[src/rtl/video_timing_prog.sv]
// Runtime-programmable raster timing generator: counters advance on ce_pix, config is
// shadow-latched at frame end, and all sync/blank/strobe outputs decode combinationally.
module video_timing_prog #(
    parameter int unsigned HW     = 11,
    parameter int unsigned VW     = 10,
    parameter logic        HS_POL = 1'b0,
    parameter logic        VS_POL = 1'b0
) (
    input  logic          clk_vid,
    input  logic          reset_n,
    input  logic          ce_pix,
    input  logic [HW-1:0] cfg_h_act,
    input  logic [HW-1:0] cfg_h_fp,
    input  logic [HW-1:0] cfg_h_sw,
    input  logic [HW-1:0] cfg_h_bp,
    input  logic [VW-1:0] cfg_v_act,
    input  logic [VW-1:0] cfg_v_fp,
    input  logic [VW-1:0] cfg_v_sw,
    input  logic [VW-1:0] cfg_v_bp,
    input  logic          cfg_interlace,
    output logic          hsync,
    output logic          vsync,
    output logic          hblank,
    output logic          vblank,
    output logic          de,
    output logic [HW-1:0] hpos,
    output logic [VW-1:0] vpos,
    output logic          field,
    output logic          line_start,
    output logic          frame_start
);

    logic [HW-1:0] hpos_q, hpos_d;
    logic [VW-1:0] vpos_q, vpos_d;
    logic          field_q, field_d;

    logic [HW-1:0] h_act_q, h_act_d, h_fp_q, h_fp_d, h_sw_q, h_sw_d, h_bp_q, h_bp_d;
    logic [VW-1:0] v_act_q, v_act_d, v_fp_q, v_fp_d, v_sw_q, v_sw_d, v_bp_q, v_bp_d;
    logic          il_q, il_d;

    logic [HW-1:0] h_ss, h_se, htot, h_half;
    logic [VW-1:0] v_ss, v_se, vtot, vtot_f;
    logic          odd_field, h_last, v_last;
    logic          hs_act, vs_prog, vs_odd, vs_act;

    // Window edges and totals from the shadow set; wrap-around is not guarded.
    always_comb begin
        h_ss      = h_act_q + h_fp_q;
        h_se      = h_ss + h_sw_q;
        htot      = h_se + h_bp_q;
        h_half    = htot >> 1;
        v_ss      = v_act_q + v_fp_q;
        v_se      = v_ss + v_sw_q;
        vtot      = v_se + v_bp_q;
        odd_field = il_q & field_q;
        vtot_f    = vtot + VW'(odd_field);
        h_last    = (hpos_q == htot - HW'(1));
        v_last    = (vpos_q == vtot_f - VW'(1));
    end

    // Counter advance and frame-end shadow reload.
    always_comb begin
        hpos_d  = hpos_q;
        vpos_d  = vpos_q;
        field_d = field_q;
        h_act_d = h_act_q;
        h_fp_d  = h_fp_q;
        h_sw_d  = h_sw_q;
        h_bp_d  = h_bp_q;
        v_act_d = v_act_q;
        v_fp_d  = v_fp_q;
        v_sw_d  = v_sw_q;
        v_bp_d  = v_bp_q;
        il_d    = il_q;
        if (ce_pix) begin
            if (!h_last) begin
                hpos_d = hpos_q + HW'(1);
            end else begin
                hpos_d = '0;
                if (!v_last) begin
                    vpos_d = vpos_q + VW'(1);
                end else begin
                    vpos_d  = '0;
                    field_d = il_q ? ~field_q : 1'b0;
                    h_act_d = cfg_h_act;
                    h_fp_d  = cfg_h_fp;
                    h_sw_d  = cfg_h_sw;
                    h_bp_d  = cfg_h_bp;
                    v_act_d = cfg_v_act;
                    v_fp_d  = cfg_v_fp;
                    v_sw_d  = cfg_v_sw;
                    v_bp_d  = cfg_v_bp;
                    il_d    = cfg_interlace;
                end
            end
        end
    end

    always_ff @(posedge clk_vid) begin
        if (!reset_n) begin
            hpos_q  <= '0;
            vpos_q  <= '0;
            field_q <= 1'b0;
            h_act_q <= cfg_h_act;
            h_fp_q  <= cfg_h_fp;
            h_sw_q  <= cfg_h_sw;
            h_bp_q  <= cfg_h_bp;
            v_act_q <= cfg_v_act;
            v_fp_q  <= cfg_v_fp;
            v_sw_q  <= cfg_v_sw;
            v_bp_q  <= cfg_v_bp;
            il_q    <= cfg_interlace;
        end else begin
            hpos_q  <= hpos_d;
            vpos_q  <= vpos_d;
            field_q <= field_d;
            h_act_q <= h_act_d;
            h_fp_q  <= h_fp_d;
            h_sw_q  <= h_sw_d;
            h_bp_q  <= h_bp_d;
            v_act_q <= v_act_d;
            v_fp_q  <= v_fp_d;
            v_sw_q  <= v_sw_d;
            v_bp_q  <= v_bp_d;
            il_q    <= il_d;
        end
    end

    // Sync windows; the odd interlaced field shifts vsync edges to mid-line.
    always_comb begin
        hs_act  = (h_sw_q != '0) && (hpos_q >= h_ss) && (hpos_q < h_se);
        vs_prog = (v_sw_q != '0) && (vpos_q >= v_ss) && (vpos_q < v_se);
        vs_odd  = (v_sw_q != '0)
                && ((vpos_q > v_ss) || ((vpos_q == v_ss) && (hpos_q >= h_half)))
                && ((vpos_q < v_se) || ((vpos_q == v_se) && (hpos_q < h_half)));
        vs_act  = odd_field ? vs_odd : vs_prog;
    end

    assign hsync       = ~(hs_act ^ HS_POL);
    assign vsync       = ~(vs_act ^ VS_POL);
    assign hblank      = (hpos_q >= h_act_q);
    assign vblank      = (vpos_q >= v_act_q);
    assign de          = ~hblank & ~vblank;
    assign hpos        = hpos_q;
    assign vpos        = vpos_q;
    assign field       = field_q;
    assign line_start  = (hpos_q == '0);
    assign frame_start = (hpos_q == '0) && (vpos_q == '0);

endmodule
[config.mk]
export PLATFORM = sky130hd
export DESIGN_NAME = video_timing_prog
export DESIGN_NICKNAME = d
export VERILOG_FILES = /design/src/rtl/video_timing_prog.sv
export SDC_FILE = /design/constraint.sdc
export NUM_CORES = 1
export LEC_CHECK = 0
export BUFFER_PORTS_ARGS = -buffer_cell sky130_fd_sc_hd__buf_2
export CAP_MARGIN = 20
export CORE_UTILIZATION = 53
export CTS_BUF_LIST = sky130_fd_sc_hd__clkbuf_16
export DETAILED_ROUTE_END_ITERATION = 7
export HOLD_SLACK_MARGIN = 0.15
export PLACE_DENSITY = 0.87
export SLEW_MARGIN = 5
export SYNTH_ARGS = -nofsm -noshare
export SYNTH_HDL_FRONTEND = slang
export SYNTH_SLANG_ARGS = --single-unit
[constraint.sdc]
create_clock -name clk_vid -period 7.03 [get_ports clk_vid]
set_input_delay 0.3515 -clock clk_vid [delete_from_list [all_inputs] [get_ports clk_vid]]
set_output_delay 0.3515 -clock clk_vid [all_outputs]
set_load 0.01 [all_outputs]
# Word level (Yosys, flattened, before mapping)
# Cells that the tools add are included.
# totals
output_inout_bits,29
register_bits,107
inputBits,88
wordCells,104
# op_classes
n_eq_ne,7
muxes,40
order_cmp,9
addsub,11
n_reduce_logical,18
bitwise_logic,7
# ops
op,count
$mux W11,17
$mux W10,17
$add A11 B11 Y11,3
$add A10 B10 Y10,3
$eq A10 B10 Y1,3
$ge A11 B11 Y1,2
$ge A10 B10 Y1,2
$add A11 B1 Y11 const B,1
$eq A11 B11 Y1,1
$ge A11 B10 Y1,1
$logic_not A11 Y1,1
$lt A11 B10 Y1,1
$lt A11 B11 Y1,1
$reduce_bool A11 Y1,1
$sub A11 B1 Y11 const B,1
$add A10 B1 Y10,1
$add A10 B1 Y10 const B,1
$gt A10 B10 Y1,1
$logic_not A10 Y1,1
$lt A10 B10 Y1,1
$reduce_bool A10 Y1,1
$sub A10 B1 Y10 const B,1
$logic_and A1 B1 Y1,9
$mux W1,6
6 further kinds,15

# Longest topological paths before layout
# Gate-level depths: netlist of run 1.
# depth
depth_word,10
ltp_mapped,27
ltp_nobuf,27

# Worst setup path before layout of run 1
# Ideal clock, no wire load.
# synth_timing
kind,register to register
start,register h_act_q[0]
end,"register h_act_q[0], enable pin"
path_slack_ns,-0.331
stages_incl_launch_ff,23
path_buffers,1
arrival_ns,6.889
cell_sequence,edfxtp_1 ha_1 inv_1 fa_1 nor2b_1 o21ai_0 nand2b_1 xor2_1 ha_1 and3_1 a211oi_1 xnor2_1 ha_1 inv_1 or3_1 o211ai_2 xnor2_1 xnor2_1 o41a_1 nor4_2 nand4_1 buf_6 o21ai_2
# synth_between
elab_chain_cells,7
# synth_rtl
element,line,source
start: declaration,37,"logic [HW-1:0] h_act_q, h_act_d, h_fp_q, h_fp_d, h_sw_q, h_sw_d, h_bp_q, h_bp_d;"
start signal: assignment,104,h_act_q <= cfg_h_act;
start signal: assignment,117,h_act_q <= h_act_d;
$add A11 B11 Y11,48,h_ss = h_act_q + h_fp_q;
$add A11 B11 Y11,49,h_se = h_ss + h_sw_q;
$add A11 B11 Y11,50,htot = h_se + h_bp_q;
$sub A11 B1 Y11,57,h_last = (hpos_q == htot - HW'(1));
$eq A11 B11 Y1,57,
$ne A2 B1 Y1 (no line),-,
$reduce_and A3 Y1 (no line),-,
# No other way between the ends.
# A chain may end at the register's enable or synchronous reset.

# Worst setup path after layout of run 1
# layout_timing
start,register h_act_q[0]
end,output port vsync
# layout_between
elab_chain_cells,10
# layout_rtl
element,line,source
$add A11 B11 Y11 (*),48,
$add A11 B11 Y11 (*),49,
$add A11 B11 Y11 (*),50,
$ge A11 B10 Y1,134,&& ((vpos_q > v_ss) || ((vpos_q == v_ss) && (hpos_q >= h_half)))
$logic_and A1 B1 Y1,134,
$logic_or A1 B1 Y1,134,
$logic_and A1 B1 Y1,134,
$logic_and A1 B1 Y1 (*),135,&& ((vpos_q < v_se) || ((vpos_q == v_se) && (hpos_q < h_half)));
$mux W1 (*),136,vs_act = odd_field ? vs_odd : vs_prog;
$not A1 Y1 (*),140,assign vsync = ~(vs_act ^ VS_POL);
end: declaration,22,"output logic vsync,"
# Mark *: on every way between the ends. The rest lies on a longest branch, timed or not.

==> flow_metrics.py, run 1 <==
metrics = {
    "run_status": {
        "status": "finished clean",
    },
    "drt": {
        "first_pass_iters": 4,
        "remaining_drc_errors": 0,
        "wirelength_mm": 18.6,
        "route.detailed.vias_per_inst": 5.58,
        "ant_nets": 0,
        "post_drt_wl_per_cell_um": 15.7,
        "drtIter0Drc": 297,
        "dr_total_vias": 6623,
    },
    "critical_path": {
        "worst_setup_start_kind": "flop",
        "worstRegToRegCells": 22,
        "setup_slack_of_the_most_critical_reg_to_reg_path_ps": 680,
        "worst_r2r_endpoint": "h_fp_q[5]$_DFFE_PP_",
        "slowest_stage": "sky130_fd_sc_hd__a2111oi_0",
        "critPathMaxFanout": 7,
        "regToRegStartpoint": "h_act_q[0]$_DFFE_PP_",
        "max_stage_delay_ps": 540,
        "cp-end-kind": "primary output",
        "crit_path_frequent_cell": "sky130_fd_sc_hd__ha_1",
        "crit_required_ps": 6680,
        "critPathKind": "reg -> out",
        "arrival_ps": 6170,
    },
    "clock_tree": {
        "htree_levels": 3,
        "tritoncts": "built",
        "clock_sinks": 107,
        "worst_skew_pair.late_latency_ps": 360,
        "cts_inserted_buffers": 9,
        "buffers_inserted_by_post_cts_timing_repair": 0,
        "cts.clk_slew.worst_paths_ps": 80,
        "ctsResizeCount": 0,
        "clock-root-buffer": "sky130_fd_sc_hd__clkbuf_16",
        "cts.hold.buffers_added": 0,
        "cts_buffer_depth": 2,
    },
    "cells_and_area": {
        "layout_common_cells": "143 x sky130_fd_sc_hd__ha_1, 116 x sky130_fd_sc_hd__inv_1, 116 x sky130_fd_sc_hd__buf_2",
        "flow.area_growth_from_synthesis_pct": 12.9,
        "final_area_um2": 9650,
        "final_common_cell": "sky130_fd_sc_hd__ha_1",
        "final_layout_size_suffix_gt1_share_pct": 15.9,
        "n_antenna_cell": 0,
        "fin_nets": 1203,
        "fillerInstances": 1265,
    },
    "yosys": {
        "edff_count_synth": 85,
        "ys_warn_count": 0,
        "synth.yosys.seq_area_share_pct": 35.0,
        "synth.avg_cell_area_um2": 10.1,
        "async_flop_share_pct": 0,
        "yosys_register_bits": 107,
        "synth_fp_nets": 1082,
        "post_synth_instance_area_um2": 8550,
        "synth-main-ff-cell": "sky130_fd_sc_hd__edfxtp_1",
        "post-synth-top-area-cell": "sky130_fd_sc_hd__edfxtp_1",
        "synth_top_area_share_pct": 29.9,
        "synth.top_cells.by_area": "sky130_fd_sc_hd__edfxtp_1 30%, sky130_fd_sc_hd__ha_1 21%, sky130_fd_sc_hd__xnor2_1 6.1%, sky130_fd_sc_hd__dfxtp_1 5.2%, sky130_fd_sc_hd__inv_1 5.0%",
        "syn_inst": 845,
        "post_synth_num_cell_types": 78,
    },
    "placement": {
        "dp_hpwl_mm": 14.6,
        "detailed_place.area_um2": 9380,
        "i_o_buffers": 116,
        "routability_congestion_estimate_from_global_placement": 0.869,
    },
    "sta": {
        "finalSetupViolCount": 0,
        "grt_setup_unrepaired": "no",
        "final-max-slew-violation-count": 0,
        "worst_slew_margin_relative_to_its_limit_pct": 58.9,
        "hold_violations": 0,
        "max_slew.worst_pin.slew_ps": 613,
        "min_period_over_period_pct": 92.7,
        "max_freq_mhz": 153,
        "layout_min_cycle_time_ps": 6520,
        "totalNegativeSetupSlack_ps": 0,
        "skew_ps": 14.1,
    },
    "power": {
        "power_density_nw_per_um2": 344,
        "power.leakage_uw": 0.00459,
        "max-vdd-ir-drop_uv": 171,
    },
    "floorplanning": {
        "dieArea_um2": 16600,
        "floorplan.io_pins": 117,
        "floorplan.initialDensity_pct": 54.0,
        "die-height_um": 129,
        "placement_rows": 46,
        "core-area_um2": 15800,
        "fp.dieW_um": 129,
    },
    "min_path": {
        "whs_endpoint": "v_sw_q[9]$_DFFE_PP_",
        "hold_path_startpoint": "cfg_v_sw[9]",
        "worstHoldPathCells": 1,
        "hold_path.class": "in -> reg",
    },
    "global_routing": {
        "grt_use_total_pct": 23.2,
        "grt_antenna_before_repair": 0,
        "pin_count_of_the_biggest_net_entering_global_routing": 69,
        "globalRoute.totalOverflow": 0,
        "grt_pass1_vias": 6464,
        "grt_first_pass_wirelength_mm": 30.0,
    },
    "flow_run": {
        "maxCapViolations": 0,
    },
}
[worst max-delay path by stage]
stage / start / endpoint
after floorplan: h_act_q[0]$_DFFE_PP_ / h_act_q[0]$_DFFE_PP_
after global placement: h_act_q[0]$_DFFE_PP_ / h_sw_q[5]$_DFFE_PP_
after detailed placement: h_act_q[0]$_DFFE_PP_ / h_sw_q[0]$_DFFE_PP_
after CTS: h_act_q[0]$_DFFE_PP_ / vsync
after global routing: h_act_q[0]$_DFFE_PP_ / vsync
final: h_act_q[0]$_DFFE_PP_ / vsync
[where the power goes]
| part | switching (µW) | leakage (µW) | internal, µW | total, µW |
|---|---|---|---|---|
| clock network | 233 | 0.000137 | 238 | 471 |
| registers | 27.2 | 0.00101 | 729 | 756 |
| logic | 1160 | 0.00344 | 929 | 2090 |
| total | 1430 | 0.00459 | 1900 | 3320 |
[critical path: cells and delay by family, from the launching register on]
kind | cells | cell delay, ps
adders and majority gates | 5 | 1550
xor gates and xnor gates | 4 | 910
AOI/OAI and AO/OA | 8 | 1860
DFF | 1 | 370
buffers and inverters | 2 | 180
and+or+nand+nor | 8 | 940
[registers in the layout (all words and copies together) (netlist names)]
register  cells
h_sw_q       11
h_bp_q       11
hpos         11
h_fp_q       11
v_bp_q       10
h_act_q      11
v_act_q      10
field         1
v_sw_q       10
il_q          1
v_fp_q       10
vpos         10
[final cells by class]
class / instances / area, µm² / area share (%)
clock buffer: 9 / 225 / 2.33
clock inverter: 7 / 40.0 / 0.415
inverter: 113 / 424 / 4.40
multi-input combinational: 617 / 5090 / 52.7
sequential: 107 / 2990 / 31.0
tap: 216 / 270 / 2.80
timing repair buffer: 118 / 608 / 6.30
[through the flow]
| stage | hold slack [ps] | util, % | power [µW] | worst slack (ps) | instances |
|---|---|---|---|---|---|
| 2_1_floorplan | 450 | - | 2450 | 595 | 845 |
| 3_3_place_gp | 515 | 59.3 | 2730 | 1050 | 1171 |
| 3_5_place_dp | 519 | 59.3 | 2820 | 827 | 1171 |
| 4_1_cts | 156 | 60.9 | 3310 | 595 | 1187 |
| 5_1_grt | 159 | 60.9 | 3580 | 61.6 | 1187 |
| 6_report | 162 | 60.9 | 3320 | 511 | 1187 |
[layer usage]
metal | global-route usage (%) | share of wire, % | wire, µm | vias to the layer above
li1 | - | - | - | 3255
met1 | 29.5 | 44 | 8280 | 3108
met2 | 39.3 | 47 | 8820 | 216
met3 | 3.16 | 5.3 | 983 | 44
met4 | 10.2 | 3.0 | 567 | 0
met5 | 0 | 0 | 0 | -
[synthesized netlist by cell type (2+ instances only)]
master                      number
sky130_fd_sc_hd__or2_2           2
sky130_fd_sc_hd__a21o_1         26
sky130_fd_sc_hd__o41ai_1         2
sky130_fd_sc_hd__nor3_1         13
sky130_fd_sc_hd__ha_1          143
sky130_fd_sc_hd__nand2_1        29
sky130_fd_sc_hd__or3_1           3
sky130_fd_sc_hd__xnor2_1        60
sky130_fd_sc_hd__buf_6           2
sky130_fd_sc_hd__nor2b_1        15
sky130_fd_sc_hd__fa_1            6
sky130_fd_sc_hd__clkbuf_1        4
sky130_fd_sc_hd__a211oi_1        3
sky130_fd_sc_hd__nand3_1        15
sky130_fd_sc_hd__o21ai_0        30
sky130_fd_sc_hd__o2111ai_1       2
sky130_fd_sc_hd__edfxtp_1       85
sky130_fd_sc_hd__nand4_1        17
sky130_fd_sc_hd__dfxtp_1        22
sky130_fd_sc_hd__xor2_1         35
sky130_fd_sc_hd__a21oi_2         2
sky130_fd_sc_hd__and4_1          2
sky130_fd_sc_hd__nor4_1          8
sky130_fd_sc_hd__and3_1          9
sky130_fd_sc_hd__a21boi_0        4
sky130_fd_sc_hd__o21ai_1         2
sky130_fd_sc_hd__inv_1         113
sky130_fd_sc_hd__nand2b_1       14
sky130_fd_sc_hd__nand3b_1        5
sky130_fd_sc_hd__o211a_1         3
sky130_fd_sc_hd__o21a_1         15
sky130_fd_sc_hd__a311oi_1        3
sky130_fd_sc_hd__o211ai_1        5
sky130_fd_sc_hd__o21bai_1       10
sky130_fd_sc_hd__a21oi_1        43
sky130_fd_sc_hd__a211o_1         2
sky130_fd_sc_hd__nor3b_1         5
sky130_fd_sc_hd__and2_1          3
sky130_fd_sc_hd__a31oi_1         3
sky130_fd_sc_hd__o31ai_1         2
sky130_fd_sc_hd__nor2_1         41
[cells by family (layout without fill, tap and decap cells)]
logic type      Yosys count  count (layout)  synth area share, %
flops                   107             107                 35.0
fa+ha+maj               149             149                 22.3
xor+xnor                 97              97                 10.2
buf+inv                 121             247                 5.55
simple gates            195             195                 12.6
compound gates          176             176                 14.3
No activity file was read; power rests on OpenSTA's default activity.
==> run 2: changes to the inputs <==
--- a/config.mk
+++ b/config.mk
@@ -5,13 +5,14 @@
 export SDC_FILE = /design/constraint.sdc
 export NUM_CORES = 1
 export LEC_CHECK = 0
+export ABC_AREA = 1
 export BUFFER_PORTS_ARGS = -buffer_cell sky130_fd_sc_hd__buf_2
 export CAP_MARGIN = 20
-export CORE_UTILIZATION = 53
+export CORE_UTILIZATION = 54
 export CTS_BUF_LIST = sky130_fd_sc_hd__clkbuf_16
 export DETAILED_ROUTE_END_ITERATION = 7
 export HOLD_SLACK_MARGIN = 0.15
-export PLACE_DENSITY = 0.87
+export PLACE_DENSITY = 0.88
 export SLEW_MARGIN = 5
 export SYNTH_ARGS = -nofsm -noshare
 export SYNTH_HDL_FRONTEND = slang
==> flow_metrics.py, run 2 <==
metrics = {
    "yosys": {
        "post-synth-top-area-cell": "sky130_fd_sc_hd__edfxtp_1",
        "syn_inst": 1114,
        "synth.top_cells.by_area": "sky130_fd_sc_hd__edfxtp_1 28%, sky130_fd_sc_hd__ha_1 20%, sky130_fd_sc_hd__nand2_1 8.9%, sky130_fd_sc_hd__inv_1 8.4%, sky130_fd_sc_hd__nand3_1 4.9%",
        "synthMostInstantiatedCell": "sky130_fd_sc_hd__nand2_1",
        "ys_warn_count": 0,
        "synth_fp_nets": 1351,
        "synth.avg_cell_area_um2": 8.18,
        "synth_common_cells": "215 x sky130_fd_sc_hd__nand2_1, 205 x sky130_fd_sc_hd__inv_1, 143 x sky130_fd_sc_hd__ha_1",
        "synth_top_area_share_pct": 28.0,
        "synth-main-ff-cell": "sky130_fd_sc_hd__edfxtp_1",
        "post_synth_num_cell_types": 45,
        "post_synth_instance_area_um2": 9110,
        "edff_count_synth": 85,
        "yosys_register_bits": 107,
        "synth.yosys.seq_area_share_pct": 32.8,
        "async_flop_share_pct": 0,
    },
    "floorplanning": {
        "core-area_um2": 16500,
        "floorplan.initialDensity_pct": 55.2,
        "fp.dieW_um": 132,
        "dieArea_um2": 17400,
        "placement_rows": 47,
        "floorplan.io_pins": 117,
        "die-height_um": 132,
    },
    "drt": {
        "route.detailed.vias_per_inst": 5.61,
        "dr_total_vias": 8204,
        "wirelength_mm": 21.8,
        "drtIter0Drc": 648,
        "remaining_drc_errors": 0,
        "ant_nets": 0,
        "post_drt_wl_per_cell_um": 14.9,
        "first_pass_iters": 5,
    },
    "power": {
        "max-vdd-ir-drop_uv": 171,
        "power.leakage_uw": 0.00532,
        "power_density_nw_per_um2": 336,
    },
    "clock_tree": {
        "cts.clk_slew.worst_paths_ps": 70,
        "htree_levels": 3,
        "clock-root-buffer": "sky130_fd_sc_hd__clkbuf_16",
        "worst_skew_pair.late_latency_ps": 360,
        "ctsResizeCount": 0,
        "tritoncts": "built",
        "cts_buffer_depth": 2,
        "cts_inserted_buffers": 9,
        "clock_sinks": 107,
        "cts.hold.buffers_added": 0,
        "buffers_inserted_by_post_cts_timing_repair": 0,
    },
    "sta": {
        "min_period_over_period_pct": 87.4,
        "worst_slew_margin_relative_to_its_limit_pct": 65.5,
        "max_freq_mhz": 163,
        "skew_ps": 12.4,
        "grt_setup_unrepaired": "no",
        "final-max-slew-violation-count": 0,
        "max_slew.worst_pin.slew_ps": 513,
        "finalSetupViolCount": 0,
        "layout_min_cycle_time_ps": 6140,
        "totalNegativeSetupSlack_ps": 0,
        "hold_violations": 0,
    },
    "placement": {
        "dp_hpwl_mm": 17.6,
        "i_o_buffers": 116,
        "placed_instances": 1447,
        "detailed_place.area_um2": 9970,
        "routability_congestion_estimate_from_global_placement": 0.983,
    },
    "min_path": {
        "hold_path.class": "in -> reg",
        "hold_path_startpoint": "cfg_h_bp[5]",
    },
    "global_routing": {
        "globalRoute.totalOverflow": 0,
        "grt_pass1_vias": 8064,
        "grt_first_pass_wirelength_mm": 36.4,
        "pin_count_of_the_biggest_net_entering_global_routing": 65,
        "grt_use_total_pct": 25.9,
        "grt_antenna_before_repair": 0,
        "grt_util_met2_pct": 44.2,
        "grt.busiest_layer": "met2",
        "use_met3_pct": 3.92,
        "use_met1_pct": 31.5,
    },
    "cells_and_area": {
        "layout.cells.non_filler": 1463,
        "post-route-util_pct": 62.1,
        "area_used_by_multi_input_combinational_logic_um2": 5310,
        "n_antenna_cell": 0,
        "fillerInstances": 1333,
        "final_common_cell": "sky130_fd_sc_hd__nand2_1",
        "fin_nets": 1475,
        "final-seq-area_um2": 2990,
        "flow.area_growth_from_synthesis_pct": 12.6,
        "final_area_um2": 10300,
        "final_layout_size_suffix_gt1_share_pct": 13.8,
        "layout_common_cells": "215 x sky130_fd_sc_hd__nand2_1, 206 x sky130_fd_sc_hd__inv_1, 143 x sky130_fd_sc_hd__ha_1",
    },
    "run_status": {
        "status": "finished clean",
    },
    "critical_path": {
        "crit_required_ps": 6680,
        "critPathMaxFanout": 5,
        "timing.critical_path.buf_inv": 9,
        "crit_path_frequent_cell": "sky130_fd_sc_hd__inv_1",
        "crit_path_max_delay_family": "simple AND/OR/NAND/NOR gates",
        "max_stage_delay_ps": 390,
        "critPathKind": "reg -> out",
        "slowest_stage": "sky130_fd_sc_hd__edfxtp_1",
        "arrival_ps": 5790,
        "cp-end-kind": "primary output",
        "worst_setup_start_kind": "flop",
        "regToRegStartpoint": "h_act_q[2]$_DFFE_PP_",
        "timing.critical_path.from": "h_act_q[2]$_DFFE_PP_",
    },
    "flow_run": {
        "maxCapViolations": 0,
    },
}
==> run 2: changes by cell type after synthesis, sizes merged, moves of 10 or more <==
cell / previous run / this run
nand2: 30 / 229
inv: 113 / 209
nand3: 16 / 94
xnor2: 60 / 12
nor2: 41 / 65
nand4: 17 / 39
a21o: 26 / 8
a21oi: 45 / 61
nor2b: 16 / 0
nand2b: 14 / 0
o21a: 15 / 5
==> run 2: final timing paths <==
| path | endpoint | cells past startpoint | slack (ps) |
|---|---|---|---|
| worst max-delay path | vsync | 35 | 890 |
| worst min-delay path | h_bp_q[5]$_DFFE_PP_ | 1 | 160 |
| worst max register to register | h_sw_q[3]$_DFFE_PP_ | 29 | 1020 |
| worst min register to register | hpos[0]$_SDFFE_PN0P_ | 2 | 570 |
==> run 2: power breakdown <==
part,leakage (µW),switching (µW),internal [µW],total [µW]
clock network,0.000149,235,276,510
registers,0.00101,25.2,729,754
logic,0.00417,1390,792,2180
total,0.00532,1650,1800,3450
==> run 2: layer usage <==
| layer | vias up | share of wire (%) |
|---|---|---|
| met5 | - | 0 |
| met4 | 0 | 4.1 |
| met3 | 79 | 6.5 |
| met2 | 351 | 47 |
| met1 | 3757 | 42 |
| li1 | 4017 | - |
==> run 2: cell type report <==
cell class	instances	area share, %
multi-input combinational	794	51.8
clock buffer	9	2.20
clock inverter	7	0.671
tap	220	2.68
sequential	107	29.2
inverter	209	7.65
timing repair buffer	117	5.85
==> run 2: cell families (layout without fill, tap and decap cells) <==
family          count (synthesis)  count (layout)  synth area share [%]
buf+inv                       213             342                  8.94
fa+ha+maj                     149             149                  20.9
flops                         107             107                  32.8
simple gates                  458             458                  23.4
xor+xnor                       49              49                  4.86
compound gates                138             138                  8.98
==> run 2: worst register-to-register path, delay by kind of cell (launching register included) <==
family,cells,cell delay [ps]
xor gates and xnor gates,2,480
adders and majority gates,3,1040
and+or+nand+nor,14,2220
AOI/OAI and AO/OA,5,860
buffers and inverters,5,630
DFF,1,390
==> run 2: per-stage QoR <==
| stage | total power (µW) | hold WS [ps] | setup WS (ps) |
|---|---|---|---|
| after floorplan | 2480 | 450 | 1350 |
| after global placement | 2800 | 529 | 1420 |
| after detailed placement | 2900 | 530 | 1150 |
| after CTS | 3420 | 155 | 905 |
| after global routing | 3770 | 158 | 386 |
| final | 3450 | 159 | 889 |
==> run 3: changes to the inputs <==
--- a/config.mk
+++ b/config.mk
@@ -8,11 +8,11 @@
 export ABC_AREA = 1
 export BUFFER_PORTS_ARGS = -buffer_cell sky130_fd_sc_hd__buf_2
 export CAP_MARGIN = 20
-export CORE_UTILIZATION = 54
+export CORE_UTILIZATION = 64
 export CTS_BUF_LIST = sky130_fd_sc_hd__clkbuf_16
 export DETAILED_ROUTE_END_ITERATION = 7
 export HOLD_SLACK_MARGIN = 0.15
-export PLACE_DENSITY = 0.88
+export PLACE_DENSITY = 0.95
 export SLEW_MARGIN = 5
 export SYNTH_ARGS = -nofsm -noshare
 export SYNTH_HDL_FRONTEND = slang
==> constraint.sdc (replaced) <==
create_clock -name clk_vid -period 7.75 [get_ports clk_vid]
set_input_delay 0.3875 -clock clk_vid [delete_from_list [all_inputs] [get_ports clk_vid]]
set_output_delay 0.3875 -clock clk_vid [all_outputs]
set_load 0.01 [all_outputs]
==> flow_metrics.py, run 3 (synthesis gave the netlist of run 2 again) <==
metrics = {
    "min_path": {
        "hold_path.class": "in -> reg",
        "worstHoldPathCells": 1,
    },
    "floorplanning": {
        "floorplan.initialDensity_pct": 65.7,
        "core-area_um2": 13900,
        "die-height_um": 121,
        "dieArea_um2": 14700,
        "fp.dieW_um": 121,
        "placement_rows": 43,
        "floorplan.io_pins": 117,
    },
    "clock_tree": {
        "htree_levels": 3,
        "clock-root-buffer": "sky130_fd_sc_hd__clkbuf_16",
        "buffers_inserted_by_post_cts_timing_repair": 0,
        "clock_sinks": 107,
        "cts.clk_slew.worst_paths_ps": 80,
        "tritoncts": "built",
        "worst_skew_pair.late_latency_ps": 370,
        "cts_inserted_buffers": 9,
        "cts_buffer_depth": 2,
        "ctsResizeCount": 0,
        "cts.hold.buffers_added": 0,
    },
    "critical_path": {
        "max_stage_delay_ps": 570,
        "crit_required_ps": 7360,
        "setup_slack_of_the_most_critical_reg_to_reg_path_ps": 1490,
        "cp_num_cells": 35,
        "worst_setup_start_kind": "flop",
        "arrival_ps": 5890,
        "critPathMaxFanout": 4,
        "worstRegToRegCells": 29,
        "slowest_stage": "sky130_fd_sc_hd__fa_1",
        "critPathKind": "reg -> out",
        "crit_path_max_delay_family": "adder cells",
        "crit_path_frequent_cell": "sky130_fd_sc_hd__inv_1",
        "cp-end-kind": "primary output",
        "timing.critical_path.buf_inv": 9,
    },
    "power": {
        "sequentialPowerShare_pct": 21.9,
        "max-vdd-ir-drop_uv": 170,
        "power_report.internal_total_uw": 1610,
        "netSwitchingPower_uw": 1520,
        "power.leakage_uw": 0.00532,
        "comb_power_share_pct": 63.5,
        "power_switching_share_pct": 48.6,
        "power_density_nw_per_um2": 306,
        "clock_power_share_pct": 14.6,
    },
    "cells_and_area": {
        "fin_nets": 1476,
        "final_common_cell": "sky130_fd_sc_hd__nand2_1",
        "flow.area_growth_from_synthesis_pct": 12.0,
        "final_layout_size_suffix_gt1_share_pct": 14.0,
        "layout_common_cells": "215 x sky130_fd_sc_hd__nand2_1, 206 x sky130_fd_sc_hd__inv_1, 143 x sky130_fd_sc_hd__ha_1",
        "fillerInstances": 976,
        "n_antenna_cell": 0,
    },
    "global_routing": {
        "grt_antenna_before_repair": 0,
        "globalRoute.totalOverflow": 0,
        "grt_first_pass_wirelength_mm": 35.8,
        "grt_pass1_vias": 8062,
        "pin_count_of_the_biggest_net_entering_global_routing": 56,
        "grt_use_total_pct": 31.0,
    },
    "placement": {
        "dp_hpwl_mm": 17.5,
        "i_o_buffers": 116,
        "routability_congestion_estimate_from_global_placement": 0.959,
    },
    "sta": {
        "final-max-slew-violation-count": 0,
        "totalNegativeSetupSlack_ps": 0,
        "layout_min_cycle_time_ps": 6280,
        "max_slew.worst_pin.slew_ps": 739,
        "skew_ps": 11.0,
        "worst_slew_margin_relative_to_its_limit_pct": 50.7,
        "grt_setup_unrepaired": "no",
        "finalSetupViolCount": 0,
        "min_period_over_period_pct": 81.0,
        "hold_slack_ps": 190,
        "hold_violations": 0,
        "max_freq_mhz": 159,
    },
    "drt": {
        "drtIter0Drc": 629,
        "route.detailed.vias_per_inst": 5.74,
        "post_drt_wl_per_cell_um": 15.3,
        "ant_nets": 0,
        "first_pass_iters": 5,
        "dr_total_vias": 8178,
        "wirelength_mm": 21.8,
        "remaining_drc_errors": 0,
    },
    "flow_run": {
        "maxCapViolations": 0,
    },
    "run_status": {
        "status": "finished clean",
    },
}
==> run 3: area by class of cell <==
cell class | count | area, µm² | share of cell area, %
Tap cell | 180 | 225 | 2.21
Clock buffer | 9 | 225 | 2.21
Timing Repair Buffer | 118 | 596 | 5.84
Clock inverter | 7 | 68.8 | 0.674
Sequential cell | 107 | 2990 | 29.3
Multi-Input combinational cell | 794 | 5310 | 52.1
Inverter | 209 | 785 | 7.69
==> run 3: per-layer routing <==
layer	track usage, %	vias to the layer above	wire length, µm
met4	16.7	0	934
met5	0	-	0
met3	5.92	78	1470
met1	36.9	3740	9040
li1	-	4025	-
met2	52.6	335	10300
==> run 3: worst paths after layout <==
path	startpoint	end
setup / recovery	h_act_q[0]$_DFFE_PP_	vsync
hold / removal	cfg_h_bp[0]	h_bp_q[0]$_DFFE_PP_
setup reg to reg	h_act_q[0]$_DFFE_PP_	h_fp_q[6]$_DFFE_PP_
hold reg to reg	hpos[0]$_SDFFE_PN0P_	hpos[0]$_SDFFE_PN0P_
==> run 3: metrics by stage <==
stage | utilization [%] | worst slack, ps | instances | instance area (µm²) | total power (µW)
2_1_floorplan | - | 2070 | 1114 | 9110 | 2250
3_3_place_gp | 71.4 | 1930 | 1408 | 9910 | 2540
3_5_place_dp | 71.4 | 1620 | 1408 | 9910 | 2620
4_1_cts | 73.5 | 1540 | 1424 | 10200 | 3100
5_1_grt | 73.5 | 1030 | 1424 | 10200 | 3410
6_report | 73.5 | 1470 | 1424 | 10200 | 3120
==> run 3: power by group through the flow <==
stage | Combinational (µW) | Sequential [µW] | Clock, µW
after floorplan | 1560 | 689 | 0
after global placement | 1850 | 695 | 0
after detailed placement | 1930 | 697 | 0
after CTS | 1950 | 684 | 462
after global routing | 2240 | 687 | 481
final | 1980 | 684 | 457
